## config.mk

```make
export PLATFORM = sky130hd
export DESIGN_NAME = ahb_master_arbiter
export DESIGN_NICKNAME = d
export VERILOG_FILES = /design/src/rtl/ahb_master_arbiter.sv
export SDC_FILE = /design/constraint.sdc
export NUM_CORES = 1
export LEC_CHECK = 0
export ABC_AREA = 1
export BUFFER_PORTS_ARGS = -buffer_cell sky130_fd_sc_hd__buf_2
export CAP_MARGIN = 20
export CORE_AREA = 8 8 131 133
export DETAILED_ROUTE_END_ITERATION = 10
export DIE_AREA = 0 0 139 141
export SLEW_MARGIN = 20
export SYNTH_ARGS = -nofsm -noshare
export SYNTH_HDL_FRONTEND = slang
export SYNTH_SLANG_ARGS = --single-unit
export TNS_END_PERCENT = 20
```

## constraint.sdc

```tcl
create_clock -name HCLK -period 6.65 [get_ports HCLK]
set_input_delay 1.33 -clock HCLK [delete_from_list [all_inputs] [get_ports HCLK]]
set_output_delay 1.33 -clock HCLK [all_outputs]
set_load 0.01 [all_outputs]
```

## src/rtl/ahb_master_arbiter.sv

```systemverilog
// Round-robin AHB master arbiter: muxes NO_OF_MASTERS requesters onto one bridge slave port.
// Latency: bus mux is combinational; grant moves one HCLK after an arbitration point.
// Backpressure: HREADY=0 freezes grant, data-phase owner and transfer count.
module ahb_master_arbiter #(
  parameter int NO_OF_MASTERS = 4,
  parameter int ADDR_WIDTH    = 32,
  parameter int DATA_WIDTH    = 32,
  parameter int BURST_LIMIT   = 16,
  localparam int MW = (NO_OF_MASTERS > 1) ? $clog2(NO_OF_MASTERS) : 1,
  localparam int CW = $clog2(BURST_LIMIT) + 1
) (
  input  logic                                HCLK,
  input  logic                                HRESET,
  input  logic [NO_OF_MASTERS-1:0]            HBUSREQ,
  input  logic [NO_OF_MASTERS*ADDR_WIDTH-1:0] HADDR_M,
  input  logic [NO_OF_MASTERS*2-1:0]          HTRANS_M,
  input  logic [NO_OF_MASTERS-1:0]            HWRITE_M,
  input  logic [NO_OF_MASTERS*DATA_WIDTH-1:0] HWDATA_M,
  input  logic                                HREADY,
  input  logic                                HRESP,
  output logic [ADDR_WIDTH-1:0]               HADDR,
  output logic [1:0]                          HTRANS,
  output logic                                HWRITE,
  output logic [DATA_WIDTH-1:0]               HWDATA,
  output logic                                HSELAHB,
  output logic [NO_OF_MASTERS-1:0]            HGRANT,
  output logic [MW-1:0]                       HMASTER,
  output logic [MW-1:0]                       HMASTER_DATA,
  output logic [NO_OF_MASTERS-1:0]            HRESP_M
);

  localparam logic [1:0] ST_PARK     = 2'd0;
  localparam logic [1:0] ST_OWNED    = 2'd1;
  localparam logic [1:0] ST_HANDOVER = 2'd2;

  localparam logic [1:0] TR_IDLE   = 2'b00;
  localparam logic [1:0] TR_NONSEQ = 2'b10;

  logic [1:0]               state;
  logic [CW-1:0]            xfer_cnt;
  logic                     limit_hit;
  logic                     others_req;
  logic                     owner_req;
  logic                     any_req;
  logic                     arb_point;
  logic                     xfer_acc;
  logic                     grant_chg;
  logic [NO_OF_MASTERS-1:0] req_eff;
  logic [MW-1:0]            winner;
  logic [MW-1:0]            cand;
  logic                     found;

  // Address/control come from the address-phase owner, write data from the data-phase owner.
  assign HADDR   = HADDR_M[HMASTER*ADDR_WIDTH +: ADDR_WIDTH];
  assign HTRANS  = HTRANS_M[HMASTER*2 +: 2];
  assign HWRITE  = HWRITE_M[HMASTER];
  assign HWDATA  = HWDATA_M[HMASTER_DATA*DATA_WIDTH +: DATA_WIDTH];
  assign HSELAHB = HTRANS[1];

  assign xfer_acc   = HREADY && HTRANS[1];
  assign others_req = |(HBUSREQ & ~HGRANT);
  assign limit_hit  = (xfer_cnt == CW'(BURST_LIMIT));

  // Once the owner has used its transfer budget, hide its request while anyone else is waiting.
  always_comb begin
    req_eff = HBUSREQ;
    if (limit_hit && others_req) begin
      req_eff[HMASTER] = 1'b0;
    end
  end

  assign owner_req = req_eff[HMASTER];
  assign any_req   = |req_eff;

  // Grant may only move between transfers: owner idle, or owner starting a NONSEQ it no longer wants to keep.
  assign arb_point = HREADY && ((HTRANS == TR_IDLE) || ((HTRANS == TR_NONSEQ) && !owner_req));

  // Round-robin search from HMASTER+1, wrapping, with the current owner considered last.
  always_comb begin
    winner = HMASTER;
    found  = 1'b0;
    cand   = '0;
    for (int k = 1; k <= NO_OF_MASTERS; k++) begin
      cand = MW'((int'(HMASTER) + k) % NO_OF_MASTERS);
      if (!found && req_eff[cand]) begin
        winner = cand;
        found  = 1'b1;
      end
    end
  end

  assign grant_chg = arb_point && any_req && (winner != HMASTER);

  // Grant register and arbitration state; grant is only touched at an arbitration point.
  always_ff @(posedge HCLK) begin
    if (HRESET) begin
      HGRANT  <= NO_OF_MASTERS'(1);
      HMASTER <= '0;
      state   <= ST_PARK;
    end else if (arb_point) begin
      if (!any_req) begin
        state <= ST_PARK;
      end else if (winner != HMASTER) begin
        HGRANT  <= NO_OF_MASTERS'(1) << winner;
        HMASTER <= winner;
        state   <= ST_HANDOVER;
      end else begin
        state <= ST_OWNED;
      end
    end else if (state == ST_HANDOVER) begin
      state <= ST_OWNED;
    end
  end

  // Transfers accepted for the current owner; restarts on handover and sticks at the limit.
  always_ff @(posedge HCLK) begin
    if (HRESET) begin
      xfer_cnt <= '0;
    end else if (grant_chg) begin
      xfer_cnt <= '0;
    end else if (xfer_acc && !limit_hit) begin
      xfer_cnt <= xfer_cnt + 1'b1;
    end
  end

  // Data-phase owner follows the address phase each time a real transfer is accepted.
  always_ff @(posedge HCLK) begin
    if (HRESET) begin
      HMASTER_DATA <= '0;
    end else if (xfer_acc) begin
      HMASTER_DATA <= HMASTER;
    end
  end

  // Route the bridge response back only to the master owning the data phase.
  always_comb begin
    HRESP_M = '0;
    if (!HRESET) begin
      HRESP_M[HMASTER_DATA] = HRESP;
    end
  end

endmodule

```

==> impl_metrics.json <==
{
  "antenna_found_initial": 8,
  "fin_crit_sh_pct": 62.9,
  "arrival_ps": 2850,
  "dieArea_um2": 19600,
  "fp.coreArea_um2": 15000,
  "crit_fanout": 37,
  "vdd_ir_drop_max_mv": 0.129,
  "finalSetupTns_ps": 0,
  "endpoint_kind": "output pin",
  "grt_overflow_total": 0,
  "cts_sinks": 13,
  "fill_cells": 1739,
  "cts_tree": "done",
  "finalClockSkew_ps": 1.26,
  "area_growth_pct": 73.8,
  "cts_resized": 0,
  "dr.first_iter.drc_count": 220,
  "numPortBuffers": 355,
  "ys_ff_latch": 13,
  "drc_errors": 0,
  "powerDensity_nw_per_um2": 325,
  "drive_above_1_share_pct": 46.8,
  "status": "complete, no violations",
  "placedCellCount": 1009,
  "cts.hold.buffers_added": 0,
  "clock_latency_ps": 240,
  "dieWidth_um": 139,
  "fin_util_pct": 31.4,
  "synthArstFlopShare_pct": 0,
  "clk_pin_slew_worst_paths_ps": 50,
  "hpwl_mm": 16.0,
  "root_buffer": "clkbuf_16",
  "syn_avg_cell_area_um2": 5.37,
  "rsz0062_at_grt": "false",
  "crit_path_start": "HMASTER_DATA[0]$_SDFFE_PP0P_",
  "grt_pass1_wl_mm": 27.8,
  "rows": 45,
  "slew_viol_final": 0,
  "cts_buffers": 3,
  "holdWs_ps": 473,
  "post_cts_buffers": 0,
  "dp_slack_ps": 2720,
  "drtPass1Iterations": 5,
  "dpl_cell_area_um2": 4610,
  "final-hold-violation-count": 0,
  "io_pins": 356,
  "r2r-start": "HMASTER[0]$_SDFFE_PP0P_",
  "routed_wl_mm": 18.7,
  "antenna_left": 0,
  "hold_path_class": "reg2reg",
  "layout_commonest_cell": "buf_2",
  "final_cells": 1019,
  "crit_required_ps": 5320,
  "max_stage_delay_ps": 910,
  "worst_pin_slew_ps": 1010,
  "start_kind": "flip-flop",
  "grt_max_degree": 83,
  "die_y_um": 141,
  "dr_total_vias": 4956,
  "crit_type": "reg2out",
  "final_cell_mix": "buf_2, nand3_1, nor2_1, o21ai_0, nand2_1",
  "slew_headroom_pct": 32.1,
  "drv_cap": 0,
  "post_drt_wl_per_cell_um": 18.3,
  "clk_path_buf_depth": 2,
  "seq_area_frac_synth_pct": 9.62,
  "ctsHtreeMaxLevel": 1,
  "clock.fmax_mhz": 239,
  "crit_chain": "buf_4 -> clkinv_1 -> nor2_2 -> buf_4 -> a22oi_1 -> nand3_1 -> buf_2",
  "crit_slowest_cell": "clkinv_1",
  "vias_per_cell": 4.86,
  "synth_edf_count": 0,
  "netlist_area_um2": 2710,
  "total_power_mw": 1.53,
  "critical_path.most_common_cell": "buf_4",
  "yosys.cell_types.count": 29,
  "synth_top_flop_cell": "dfxtp_1",
  "syn_inst": 504,
  "start_util_pct": 18.1,
  "yosysWarnings": 0,
  "hold_path.startpoint": "HGRANT[2]$_SDFFE_PP0P_",
  "leakagePower_nw": 2.47,
  "place_congestion": 0.867,
  "setup_slack_ps": 2470,
  "fin_crit_ps": 4180,
  "final_area_um2": 4700,
  "syn-num-nets": 786,
  "nets": 1108,
  "finalSetupViolCount": 0,
  "grt_usage_pct": 17.7,
  "grt_pass1_vias": 5040
}
-- state kept, by name, indices dropped and copies added, names as in the netlist --
| name | cells |
|---|---|
| HMASTER | 2 |
| HGRANT | 4 |
| xfer_cnt | 5 |
| HMASTER_DATA | 2 |
-- path summary, 6_finish.rpt --
kind / to / slack [ps] / cells after the start
max: HWDATA[1] / 2470 / 7
min reg2reg: HGRANT[2]$_SDFFE_PP0P_ / 470 / 2
max reg2reg: HMASTER[1]$_SDFFE_PP0P_ / 3850 / 11
min: HGRANT[2]$_SDFFE_PP0P_ / 470 / 2
-- Yosys cell counts (2+ instances only) --
master	count	area share (%)
nand3_1	119	22
nor2_1	75	10
o21ai_0	73	14
nand2_1	54	7.5
clkbuf_1	42	5.8
o22ai_1	34	7.9
a22oi_1	31	8.6
inv_1	18	2.5
dfxtp_1	13	9.6
a21oi_1	6	1.1
ha_1	6	2.8
nand4_1	6	1.4
nor3_1	4	0.74
a21oi_2	3	0.97
nor2_2	3	0.69
buf_2	2	0.37
inv_2	2	0.28
or2_2	2	0.46
-- critical path, delay by kind of cell, from the launching register on --
| family | cells | cell delay (ps) |
|---|---|---|
| DFF | 1 | 300 |
| and+or+nand+nor | 2 | 380 |
| buffers and inverters | 4 | 1780 |
| AOI/OAI and AO/OA | 1 | 130 |
-- where the power goes --
group          total, mW  switching, mW  internal (mW)
Combinational       1.29          0.822          0.472
Sequential         0.122         0.0223         0.0997
Clock              0.113         0.0334         0.0800
-- cell type report --
type	instances	area [um^2]	area share, %
antenna	6	15.0	0.319
clock buffer	3	75.1	1.60
timing repair buffer	363	1840	39.1
tap	188	235	5.00
inverter	21	78.8	1.68
sequential	13	263	5.59
clock inverter	1	5.00	0.106
multi-input combinational	424	2190	46.6
-- kinds of logic (layout without fill, tap and decap cells) --
| group | count (synthesis) | in the layout | synth area share (%) |
|---|---|---|---|
| compound gates | 150 | 150 | 33.0 |
| xor+xnor | 1 | 1 | 0.324 |
| fa+ha+maj | 6 | 6 | 2.78 |
| buf+inv | 67 | 388 | 9.53 |
| flops | 13 | 13 | 9.62 |
| other cells | 0 | 6 | 0 |
| simple gates | 267 | 267 | 44.7 |
-- layer usage --
metal,vias up,track usage [%],wire length (um)
met1,2196,16.7,6450
li1,2457,-,-
met5,-,0,0
met2,279,33.7,9980
met3,24,6.21,1800
met4,0,8.38,443
No activity file was read; power rests on OpenSTA's default activity.
